[config.mk]
export PLATFORM = sky130hd
export DESIGN_NAME = muldiv_unit_flat
export DESIGN_NICKNAME = d
export VERILOG_FILES = /design/src/rtl/muldiv_pkg.sv /design/src/rtl/muldiv_if.sv /design/src/rtl/muldiv_step.sv /design/src/rtl/muldiv_unit.sv /design/src/flat_wrapper.sv
export SDC_FILE = /design/constraint.sdc
export NUM_CORES = 1
export LEC_CHECK = 0
export BUFFER_PORTS_ARGS = -buffer_cell sky130_fd_sc_hd__buf_2
export CORE_MARGIN = 2
export CORE_UTILIZATION = 30
export CTS_CLUSTER_SIZE = 10
export DETAILED_ROUTE_END_ITERATION = 6
export PLACE_DENSITY_LB_ADDON = 0.1
export SETUP_SLACK_MARGIN = 0.05
export SYNTH_ARGS = -nofsm -noshare
export SYNTH_HDL_FRONTEND = slang
export SYNTH_SLANG_ARGS = --single-unit
[constraint.sdc]
create_clock -name clk -period 11.7 [get_ports clk]
set_clock_uncertainty 0.15 [all_clocks]
set_input_delay 0 -clock clk [delete_from_list [all_inputs] [get_ports clk]]
set_output_delay 0 -clock clk [all_outputs]
set_load 0.005 [all_outputs]
[src/rtl/muldiv_pkg.sv]
// Shared types and constants for the multicycle multiply/divide unit.
// Build option: MULDIV_DIV_EN enables the restoring divider datapath.
package muldiv_pkg;

   localparam int unsigned WIDTH = 32;
   localparam int unsigned ACC_W = 2 * WIDTH;
   localparam int unsigned CNT_W = $clog2(WIDTH) + 1;

   typedef enum logic [1:0] {
      OP_MULT  = 2'b00,
      OP_MULTU = 2'b01,
      OP_DIV   = 2'b10,
      OP_DIVU  = 2'b11
   } op_t;

   typedef enum logic [2:0] {
      IDLE,
      PREP,
      MUL,
      DIV,
      FIX,
      DONE
   } state_t;

   // Two's-complement negate when neg is set; used for magnitudes and sign fix-up.
   function automatic logic [WIDTH-1:0] cond_neg(input logic [WIDTH-1:0] x, input logic neg);
      return neg ? (~x + WIDTH'(1)) : x;
   endfunction

endpackage

[src/rtl/muldiv_if.sv]
// Control-unit side bundle of the multiply/divide unit.
interface muldiv_if;
   import muldiv_pkg::*;

   logic             start;
   op_t              op;
   logic [WIDTH-1:0] a;
   logic [WIDTH-1:0] b;
   logic             abort;
   logic             wr_hi;
   logic             wr_lo;
   logic [WIDTH-1:0] din;
   logic             busy;
   logic             done;
   logic             div_zero;
   logic [WIDTH-1:0] hi;
   logic [WIDTH-1:0] lo;

   modport master (
      output start, op, a, b, abort, wr_hi, wr_lo, din,
      input  busy, done, div_zero, hi, lo
   );

   modport slave (
      input  start, op, a, b, abort, wr_hi, wr_lo, din,
      output busy, done, div_zero, hi, lo
   );

endinterface

[src/rtl/muldiv_step.sv]
// One combinational multiply (shift-add) or divide (restoring) iteration.
// Build option: MULDIV_DIV_EN adds the divide path and the is_div_i select.
module muldiv_step
   import muldiv_pkg::*;
(
`ifdef MULDIV_DIV_EN
   input  logic             is_div_i,
`endif
   input  logic [ACC_W-1:0] acc_i,
   input  logic [WIDTH-1:0] opnd_i,
   output logic [ACC_W-1:0] acc_o
);

   logic [WIDTH:0]   mul_sum;
   logic [ACC_W-1:0] mul_nxt;

   // Multiply: low half holds the remaining multiplier bits; add and shift right.
   always_comb begin
      mul_sum = {1'b0, acc_i[ACC_W-1:WIDTH]} + (acc_i[0] ? {1'b0, opnd_i} : (WIDTH+1)'(0));
      mul_nxt = {mul_sum, acc_i[WIDTH-1:1]};
   end

`ifdef MULDIV_DIV_EN
   logic [WIDTH:0]   div_trial;
   logic [WIDTH:0]   div_diff;
   logic [WIDTH-1:0] div_rem;
   logic             div_qbit;

   // Divide: {remainder, quotient} shifts left; keep the subtraction when it does not borrow.
   always_comb begin
      div_trial = {acc_i[ACC_W-1:WIDTH], acc_i[WIDTH-1]};
      div_diff  = div_trial - {1'b0, opnd_i};
      div_qbit  = ~div_diff[WIDTH];
      div_rem   = div_qbit ? div_diff[WIDTH-1:0] : div_trial[WIDTH-1:0];
      acc_o     = is_div_i ? {div_rem, acc_i[WIDTH-2:0], div_qbit} : mul_nxt;
   end
`else
   assign acc_o = mul_nxt;
`endif

endmodule

[src/rtl/muldiv_unit.sv]
// Multicycle multiply/divide unit owning the architectural HI/LO registers.
// Build option: MULDIV_DIV_EN enables DIV/DIVU; without it divides finish
// early with DivZero set and HI/LO untouched.
module muldiv_unit
   import muldiv_pkg::*;
(
   input  logic     clk,
   input  logic     rst,
   muldiv_if.slave  mdu
);

   state_t           state_q;
   logic             is_div_q;
   logic             sa_q;
   logic             sb_q;
   logic [WIDTH-1:0] a_q;
   logic [WIDTH-1:0] b_q;
   logic [ACC_W-1:0] acc_q;
   logic [CNT_W-1:0] cnt_q;
   logic [WIDTH-1:0] hi_q;
   logic [WIDTH-1:0] lo_q;
   logic             busy_q;
   logic             done_q;
   logic             dz_q;

   logic [ACC_W-1:0] acc_d;
   logic [ACC_W-1:0] prod_d;
   logic [WIDTH-1:0] hi_d;
   logic [WIDTH-1:0] lo_d;
   logic [WIDTH-1:0] opnd_d;

`ifdef MULDIV_DIV_EN
   assign opnd_d = is_div_q ? b_q : a_q;
`else
   assign opnd_d = a_q;
`endif

   muldiv_step u_step (
`ifdef MULDIV_DIV_EN
      .is_div_i (is_div_q),
`endif
      .acc_i    (acc_q),
      .opnd_i   (opnd_d),
      .acc_o    (acc_d)
   );

   // Sign fix-up of the finished magnitude result; signs are zero for unsigned ops.
   always_comb begin
      prod_d = (sa_q ^ sb_q) ? (~acc_q + ACC_W'(1)) : acc_q;
      hi_d   = prod_d[ACC_W-1:WIDTH];
      lo_d   = prod_d[WIDTH-1:0];
`ifdef MULDIV_DIV_EN
      if (is_div_q) begin
         hi_d = cond_neg(acc_q[ACC_W-1:WIDTH], sa_q);
         lo_d = cond_neg(acc_q[WIDTH-1:0], sa_q ^ sb_q);
      end
`endif
   end

   // Control FSM with all state, datapath and output registers.
   always_ff @(posedge clk or posedge rst) begin
      if (rst) begin
         state_q  <= IDLE;
         is_div_q <= 1'b0;
         sa_q     <= 1'b0;
         sb_q     <= 1'b0;
         a_q      <= '0;
         b_q      <= '0;
         acc_q    <= '0;
         cnt_q    <= '0;
         hi_q     <= '0;
         lo_q     <= '0;
         busy_q   <= 1'b0;
         done_q   <= 1'b0;
         dz_q     <= 1'b0;
      end else begin
         done_q <= 1'b0;
         if (state_q != IDLE && mdu.abort) begin
            state_q <= IDLE;
            busy_q  <= 1'b0;
            dz_q    <= 1'b0;
         end else begin
            case (state_q)
               IDLE: begin
                  if (mdu.start && !mdu.abort) begin
                     is_div_q <= mdu.op[1];
                     sa_q     <= ~mdu.op[0] & mdu.a[WIDTH-1];
                     sb_q     <= ~mdu.op[0] & mdu.b[WIDTH-1];
                     a_q      <= cond_neg(mdu.a, ~mdu.op[0] & mdu.a[WIDTH-1]);
                     b_q      <= cond_neg(mdu.b, ~mdu.op[0] & mdu.b[WIDTH-1]);
                     busy_q   <= 1'b1;
                     dz_q     <= 1'b0;
                     state_q  <= PREP;
                  end else begin
                     if (mdu.wr_hi) hi_q <= mdu.din;
                     if (mdu.wr_lo) lo_q <= mdu.din;
                  end
               end
               PREP: begin
                  if (is_div_q) begin
`ifdef MULDIV_DIV_EN
                     if (b_q == '0) begin
                        hi_q    <= cond_neg(a_q, sa_q);
                        lo_q    <= '1;
                        dz_q    <= 1'b1;
                        done_q  <= 1'b1;
                        state_q <= DONE;
                     end else begin
                        acc_q   <= {WIDTH'(0), a_q};
                        cnt_q   <= CNT_W'(WIDTH);
                        state_q <= DIV;
                     end
`else
                     dz_q    <= 1'b1;
                     done_q  <= 1'b1;
                     state_q <= DONE;
`endif
                  end else begin
                     acc_q   <= {WIDTH'(0), b_q};
                     cnt_q   <= CNT_W'(WIDTH);
                     state_q <= MUL;
                  end
               end
               MUL: begin
                  acc_q <= acc_d;
                  cnt_q <= cnt_q - CNT_W'(1);
                  if (cnt_q == CNT_W'(1)) state_q <= FIX;
               end
`ifdef MULDIV_DIV_EN
               DIV: begin
                  acc_q <= acc_d;
                  cnt_q <= cnt_q - CNT_W'(1);
                  if (cnt_q == CNT_W'(1)) state_q <= FIX;
               end
`endif
               FIX: begin
                  hi_q    <= hi_d;
                  lo_q    <= lo_d;
                  done_q  <= 1'b1;
                  state_q <= DONE;
               end
               DONE: begin
                  busy_q  <= 1'b0;
                  dz_q    <= 1'b0;
                  state_q <= IDLE;
               end
               default: begin
                  busy_q  <= 1'b0;
                  dz_q    <= 1'b0;
                  state_q <= IDLE;
               end
            endcase
         end
      end
   end

   assign mdu.busy     = busy_q;
   assign mdu.done     = done_q;
   assign mdu.div_zero = dz_q;
   assign mdu.hi       = hi_q;
   assign mdu.lo       = lo_q;

endmodule

[src/flat_wrapper.sv]
// flat-port wrapper written by rule: the top's interface ports become plain ports
module muldiv_unit_flat import muldiv_pkg::*;
  (clk, rst, mdu_start, mdu_op, mdu_a, mdu_b, mdu_abort, mdu_wr_hi, mdu_wr_lo, mdu_din, mdu_busy, mdu_done, mdu_div_zero, mdu_hi, mdu_lo);
  muldiv_if mdu_i ();
  input  logic clk;
  input  logic rst;
  input wire logic [$bits(mdu_i.start)-1:0] mdu_start;
  input wire logic [$bits(mdu_i.op)-1:0] mdu_op;
  input wire logic [$bits(mdu_i.a)-1:0] mdu_a;
  input wire logic [$bits(mdu_i.b)-1:0] mdu_b;
  input wire logic [$bits(mdu_i.abort)-1:0] mdu_abort;
  input wire logic [$bits(mdu_i.wr_hi)-1:0] mdu_wr_hi;
  input wire logic [$bits(mdu_i.wr_lo)-1:0] mdu_wr_lo;
  input wire logic [$bits(mdu_i.din)-1:0] mdu_din;
  output wire logic [$bits(mdu_i.busy)-1:0] mdu_busy;
  output wire logic [$bits(mdu_i.done)-1:0] mdu_done;
  output wire logic [$bits(mdu_i.div_zero)-1:0] mdu_div_zero;
  output wire logic [$bits(mdu_i.hi)-1:0] mdu_hi;
  output wire logic [$bits(mdu_i.lo)-1:0] mdu_lo;
  assign mdu_i.start = mdu_start;
  assign mdu_i.op = mdu_op;
  assign mdu_i.a = mdu_a;
  assign mdu_i.b = mdu_b;
  assign mdu_i.abort = mdu_abort;
  assign mdu_i.wr_hi = mdu_wr_hi;
  assign mdu_i.wr_lo = mdu_wr_lo;
  assign mdu_i.din = mdu_din;
  assign mdu_busy = mdu_i.busy;
  assign mdu_done = mdu_i.done;
  assign mdu_div_zero = mdu_i.div_zero;
  assign mdu_hi = mdu_i.hi;
  assign mdu_lo = mdu_i.lo;
  muldiv_unit u_core (.clk(clk), .rst(rst), .mdu(mdu_i));
endmodule
==> key figures, run 1 <==
Synthesis
  – Simple-gate share of the synthesized area: 21.10%
  – Post-synthesis mux area share: 0.9427%
  – Main combinational cell family by area after synthesis: simple AND/OR/NAND/NOR gates
  – Post-Synthesis Cells: 1531
  – Synthesized area: 12870 um^2
  – Synth Area in Compound Gates: 20.86%
  – Post-synthesis async set-or-reset flop share: 100.0%
  – Synth Area in XOR/XNOR: 9.796%
  – Synth warn: 0
  – Post-synth EDFFs: 0
  – Synth Area in Adders: 3.751%
  – Register area share after synthesis: 40.23%
  – Yosys reg bits: 207
  – Post-Syn Nets: 1673
  – Mean Syn Cell Area: 8.409 um^2
  – Post-synth cell types: 67
  – Synth Flop Type: dfrtp_1

Routing
  – DRT Pass-1 Iters: 7
  – Antenna Violating Nets Remaining: 0
  – First DRT Iteration DRCs: 807
  – Via/cell ratio: 5.053
  – DR DRC count: 0
  – Drt wl/cell: 18.30 um
  – Total wire length: 43.26 mm
  – Vias: 11.95k

Worst hold path
  – Hold WC Path Type: primary input to register

Placement
  – Cells after DPL: 2172
  – Port buffer count: 170
  – GP Congestion: 0.8323
  – DPL Wire Length: 32.57 mm
  – Dpl cell area: 14240 um^2
  – Post-place setup slack: 7.605 ns

Finish
  – NumNets Final: 1955
  – Area delta synth->final: 28.29%
  – Diode count: 0
  – Post-route cell area: 16520 um^2
  – Most frequent cells in the layout: 267 x nand2_1, 207 x dfrtp_1, 170 x buf_2
  – Ratio of cells with drive above 1 in the final layout: 13.26%
  – Non-Filler Instances: 2364
  – Core Util, Final: 39.20%
  – Most common cell after layout, fill and taps aside: nand2_1

Timing
  – Final hold violation count: 0
  – RSZ-0062 raised after global routing: no
  – Max_slew headroom: 26.59%
  – Slew Limit Fails: 0
  – Final setup violation count: 0
  – Max Freq: 245.5 MHz
  – Final WS setup: 7.627 ns
  – Final period utilization: 34.81%
  – Hold WS: 0.009801 ns
  – Min cycle time layout: 4.073 ns
  – Setup_tns: 0 ns
  – Worst Tran Pin Value: 1.101 ns

Power
  – Internal: 2.121 mW
  – Lkg Pwr: 7.325 nW
  – Comb pwr share: 44.1%
  – Sequential share of power: 36.0%
  – Switching power share of the total: 42.63%
  – Net Switching: 1.576 mW
  – Power per cell area: 223.8 nW/um^2
  – Peak VDD IR: 0.1310 mV
  – Tot Pwr: 3.697 mW
  – Clock power frac: 19.9%

Worst setup path
  – Worst setup EP type: register
  – CP max FO: 36
  – CP Data Required Time: 11.95 ns
  – CP bufs+invs: 0
  – CP top delay family: compound AO/OA/AOI/OAI gates
  – WS Path Type: register to register
  – Worst path cell trace: and2_1, ha_1, nor2b_1, o31a_1, o31a_1, a211o_1, a221oi_1, o31ai_1, a2111oi_0, a21oi_1
  – Delay of the slowest critical-path stage: 0.97 ns
  – Slowest stage cell on the critical path: dfrtp_1
  – Critical Path AT: 4.33 ns
  – Internal reg-to-reg setup slack: 7.63 ns
  – Critical path's most frequent cell: o31a_1
  – Startpoint types: register

Clock network
  – Worst-Skew Late Latency: 0.55 ns
  – Clock Path Buffers: 3
  – Worst-path clk slew: 0.05 ns
  – Cts bufs inserted: 26
  – Clk sinks: 207
  – Clock tree root buffer cell: clkbuf_16
  – Setup Buffers After CTS: 0
  – Cts repair resizes: 0
  – CTS tree: built
  – Hold Buf Count CTS: 152
  – Max H-tree Level: 1

Floorplan
  – Die ar.: 44590 um^2
  – Site Rows: 75
  – Die H: 211.2 um
  – IO Count: 171
  – Initial core utilization: 30.56%
  – Core Area: 42130 um^2
  – Die width: 211.2 um

Global routing
  – Largest net degree at the start of global routing: 129
  – GR Overflow Total: 0
  – First-pass GRT wire length: 68.85 mm
  – All-Layer GR Usage: 19.51%
  – Vias in the first global route: 11.65k
  – Initial antenna violation count: 0

Flow run
  – Max-capacitance violation count: 0

Outcome
  – Status: completed
-- worst reg2reg max path, cell delays in order (launching register included) --
cell and delay (ns):
dfrtp_1 0.97, and2_1 0.26, ha_1 0.27, nor2b_1 0.16, o31a_1 0.27, o31a_1 0.28
a211o_1 0.33, a221oi_1 0.50, o31ai_1 0.21, a2111oi_0 0.47, a21oi_1 0.07
-- cells in the mapped netlist (3+ instances only) --
cell type  number  share of area, %
or3_1          13              0.63
o31a_1          4              0.27
mux2i_1        11              0.86
o41ai_1        10              0.68
clkbuf_1       73               2.1
xor2_1         58               3.9
o22ai_1        22               1.1
xnor2_1        86               5.9
nor2b_1        10              0.49
o21ai_0       153               5.9
and2_1         38               1.8
a211oi_1        7              0.41
nor4_1         20              0.97
nor2_1        127               3.7
a31oi_1        12              0.58
o221ai_1        3              0.20
nand4_1         7              0.34
o31ai_1        48               2.8
nand2b_1       15              0.73
or4_1          13              0.76
a21o_1         10              0.58
nor4b_1         3              0.20
dfrtp_1       207                40
o21ai_1         3              0.12
a21oi_1        82               3.2
a22oi_1        33               1.9
o2111ai_1       3              0.20
and3_1          3              0.15
a221oi_1       11              0.75
nand3_1        15              0.58
nor3_1         35               1.4
ha_1           37               3.6
nand3b_1        5              0.29
inv_1          30              0.87
or2_2           3              0.15
o21a_1          5              0.29
nand2_1       267               7.8
o21bai_1        6              0.35
buf_1           8              0.23
-- cell type report --
cell class                 count  area [um^2]
multi-input combinational   1212         7306
timing repair buffer         336         2477
fill                        4374        25620
clock buffer                  36        728.2
inverter                      30        120.1
sequential                   207         5180
tap                          539        674.4
clock inverter                 4        31.28
-- power by group through the flow --
stage	Clock, mW	Combinational, mW	Sequential, mW
after floorplan	0	1.15	1.20
after global placement	0	1.57	1.34
after detailed placement	0	1.59	1.34
after CTS	0.763	1.64	1.33
after global routing	0.792	1.85	1.38
final	0.737	1.63	1.33
-- registers in the layout (all words and copies together) (netlist names) --
name                 count
u_core.a_q              32
u_core.mdu.hi           32
u_core.sb_q              1
u_core.acc_q            64
u_core.sa_q              1
u_core.state_q           3
u_core.mdu.lo           32
u_core.mdu.div_zero      1
u_core.mdu.done          1
u_core.mdu.busy          1
u_core.cnt_q             6
u_core.b_q              32
u_core.is_div_q          1
-- path summary, 6_finish.rpt --
| path | startpoint | end | cells after the start |
|---|---|---|---|
| worst max-delay path | u_core.acc_q[0] | u_core.acc_q[63] | 10 |
| worst min-delay path | mdu_op[0] | u_core.a_q[7] | 5 |
| worst max register to register | u_core.acc_q[0] | u_core.acc_q[63] | 10 |
| worst min register to register | u_core.a_q[19] | u_core.a_q[19] | 2 |
| max in group asynchronous | rst | u_core.a_q[30] | 5 |
| min in group asynchronous | rst | u_core.mdu.lo[15] | 4 |
-- per-layer routing --
layer | vias to the layer above | track usage (%) | part of all wire, %
met5 | - | 0 | 0
met4 | 0 | 4.808 | 2.0
met3 | 39 | 1.992 | 4.1
met2 | 281 | 28.96 | 42
met1 | 5615 | 30.07 | 52
li1 | 6010 | - | -
-- cell families (layout without fill, tap and decap cells) --
family | Yosys count | in the layout
and+or+nand+nor | 586 | 586
xor gates and xnor gates | 144 | 144
muxes | 12 | 12
DFF | 207 | 207
buffers and inverters | 112 | 406
adders and majority gates | 38 | 38
AOI/OAI and AO/OA | 432 | 432
No activity file was read; power rests on OpenSTA's default activity.
==> inputs of run 2 (changes only) <==
==> constraint.sdc (replaced) <==
create_clock -name clk -period 3.91 [get_ports clk]
set_clock_uncertainty 0.15 [all_clocks]
set_input_delay 0 -clock clk [delete_from_list [all_inputs] [get_ports clk]]
set_output_delay 0 -clock clk [all_outputs]
set_load 0.005 [all_outputs]
==> run 2 against run 1 <==
Final cell count rose by 0.17%. Via count fell by 0.27%. Worst hold slack improved by 0.036 ns. Total power rose to 3.0 times the previous value. Largest power group unchanged. Critical path type unchanged. Maximum frequency rose by 16%. Critical endpoint unchanged. First-iteration DRC count rose by 7.2%.
==> key figures, run 2 (same netlist as run 1, synthesis figures left out) <==
Clock network
  – Clock tree root buffer cell: clkbuf_16
  – Setup Buffers After CTS: 0
  – Cts repair resizes: 0
  – Cts bufs inserted: 25
  – Clock Path Buffers: 3
  – Worst-path clk slew: 0.06 ns
  – Clk sinks: 207
  – Max H-tree Level: 1
  – Worst-Skew Late Latency: 0.54 ns
  – CTS tree: built

Placement
  – DPL Wire Length: 32.67 mm
  – Port buffer count: 170
  – Cells after DPL: 2178
  – GP Congestion: 0.8401

Worst setup path
  – Worst setup EP type: register
  – Internal reg-to-reg setup slack: 0.39 ns
  – CP Data Required Time: 4.17 ns
  – Slowest stage cell on the critical path: dfrtp_1
  – Startpoint types: register
  – Worst r2r src: u_core.acc_q[0]
  – Delay of the slowest critical-path stage: 0.49 ns
  – CP top delay family: compound AO/OA/AOI/OAI gates
  – Stages on the worst setup path: 11
  – Critical Path End: u_core.acc_q[63]
  – CP max FO: 18
  – FF-to-FF End: u_core.acc_q[63]
  – Worst path cell trace: buf_4, and2_1, ha_1, a21oi_1, o21ai_0, a221oi_1, o21ai_0, a221oi_1, o31ai_1, a2111oi_0, a21oi_1
  – WS Path Type: register to register
  – Critical Path AT: 3.78 ns
  – CP bufs+invs: 1
  – Crit path from: u_core.acc_q[0]
  – Worst r2r path cells: 11

Routing
  – Antenna Violating Nets Remaining: 0
  – First DRT Iteration DRCs: 865
  – Total wire length: 43.11 mm
  – Vias: 11.91k
  – DR DRC count: 0
  – Via/cell ratio: 5.031
  – DRT Pass-1 Iters: 5
  – Drt wl/cell: 18.21 um

Finish
  – Most common cell after layout, fill and taps aside: nand2_1
  – Ratio of cells with drive above 1 in the final layout: 13.23%
  – Top reg by flops: u_core.acc_q
  – Diode count: 0
  – Area of the multi-input gates: 7306 um^2
  – Non-Filler Instances: 2368
  – Core Util, Final: 39.25%
  – Max reg flops: 64
  – Storage element area: 5180 um^2
  – Area delta synth->final: 28.46%
  – NumNets Final: 1962
  – # fillers: 4330
  – Most frequent cells in the layout: 267 x nand2_1, 207 x dfrtp_1, 170 x buf_2

Floorplan
  – IO Count: 171
  – Core Area: 42130 um^2
  – Die H: 211.2 um
  – Die width: 211.2 um
  – Site Rows: 75
  – Initial core utilization: 30.56%
  – Die ar.: 44590 um^2

Power
  – Switching power share of the total: 43.02%
  – Sequential share of power: 36.0%
  – Lkg Pwr: 7.330 nW
  – Internal: 6.271 mW
  – Power per cell area: 665.4 nW/um^2
  – Comb pwr share: 45.1%
  – Peak VDD IR: 0.3233 mV
  – Clock power frac: 19.0%
  – Net Switching: 4.735 mW

Global routing
  – Initial antenna violation count: 0
  – GR Overflow Total: 0
  – Vias in the first global route: 11.68k
  – Largest net degree at the start of global routing: 91
  – First-pass GRT wire length: 68.10 mm
  – All-Layer GR Usage: 19.39%

Timing
  – Final hold violation count: 0
  – Max_slew headroom: 34.26%
  – Worst Tran Pin Value: 0.9861 ns
  – Final setup violation count: 0
  – Min cycle time layout: 3.520 ns
  – RSZ-0062 raised after global routing: no
  – Max Freq: 284.1 MHz
  – Final period utilization: 90.03%
  – Setup_tns: 0 ns
  – Slew Limit Fails: 0

Flow run
  – Max-capacitance violation count: 0

Worst hold path
  – Hold WC Path Type: primary input to register

Outcome
  – Status: completed
[run 2: worst reg2reg max path, stage by stage, from the launching register on]
cell and delay, ns:
dfrtp_1 0.49, buf_4 0.24, and2_1 0.17, ha_1 0.36
a21oi_1 0.21, o21ai_0 0.11, a221oi_1 0.37, o21ai_0 0.18
a221oi_1 0.40, o31ai_1 0.19, a2111oi_0 0.44, a21oi_1 0.07
[run 2: power groups by stage]
stage / clock network (mW) / registers [mW] / logic, mW
3_5_place_dp: 0 / 3.98 / 4.84
5_1_grt: 2.25 / 4.09 / 5.61
6_report: 2.09 / 3.96 / 4.96
4_1_cts: 2.16 / 3.95 / 5.01
3_3_place_gp: 0 / 3.97 / 4.79
2_1_floorplan: 0 / 3.61 / 3.44
[run 2: routing by layer]
metal,GRT usage [%],up-vias,share of wire [%]
li1,-,6009,-
met3,2.141,38,4.1
met2,28.78,267,42
met1,30.08,5599,53
met5,0,-,0
met4,3.983,0,1.4
[run 2: worst min-delay path by stage]
stage	cells after the start	startpoint	end	slack, ns
after detailed placement	2	rst	u_core.mdu.lo[12]	0.03
after global placement	2	rst	u_core.mdu.lo[12]	0.03
after CTS	5	mdu_op[0]	u_core.a_q[1]	0.04
final	5	mdu_op[0]	u_core.a_q[1]	0.05
after floorplan	1	mdu_abort	u_core.mdu.done	-0.08
after global routing	5	mdu_op[0]	u_core.a_q[1]	0.1
[run 2: area by class of cell]
class,count,area share [%]
clock buffers,34,4.047
clock inverters,2,0.08321
inverters,30,0.7035
multi-input cells,1212,44.17
flip-flops and latches,207,31.32
well taps,539,4.077
repair buffers,344,15.60
[run 2: repair_timing]
item,CTS,global route
hold endpoints to repair,165,0
hold buffers,154,0
setup endpoints to repair,0,0
[run 2: through the flow]
stage	hold slack, ns	instance area (um^2)	total power [mW]	setup slack (ns)
after floorplan	-0.07922	12880	7.049	0.5601
after global placement	0.03015	14320	8.761	0.4496
after detailed placement	0.02933	14320	8.827	0.4171
after CTS	0.03856	16540	11.11	0.4029
after global routing	0.09997	16540	11.94	0.1563
final	0.04545	16540	11.01	0.3899
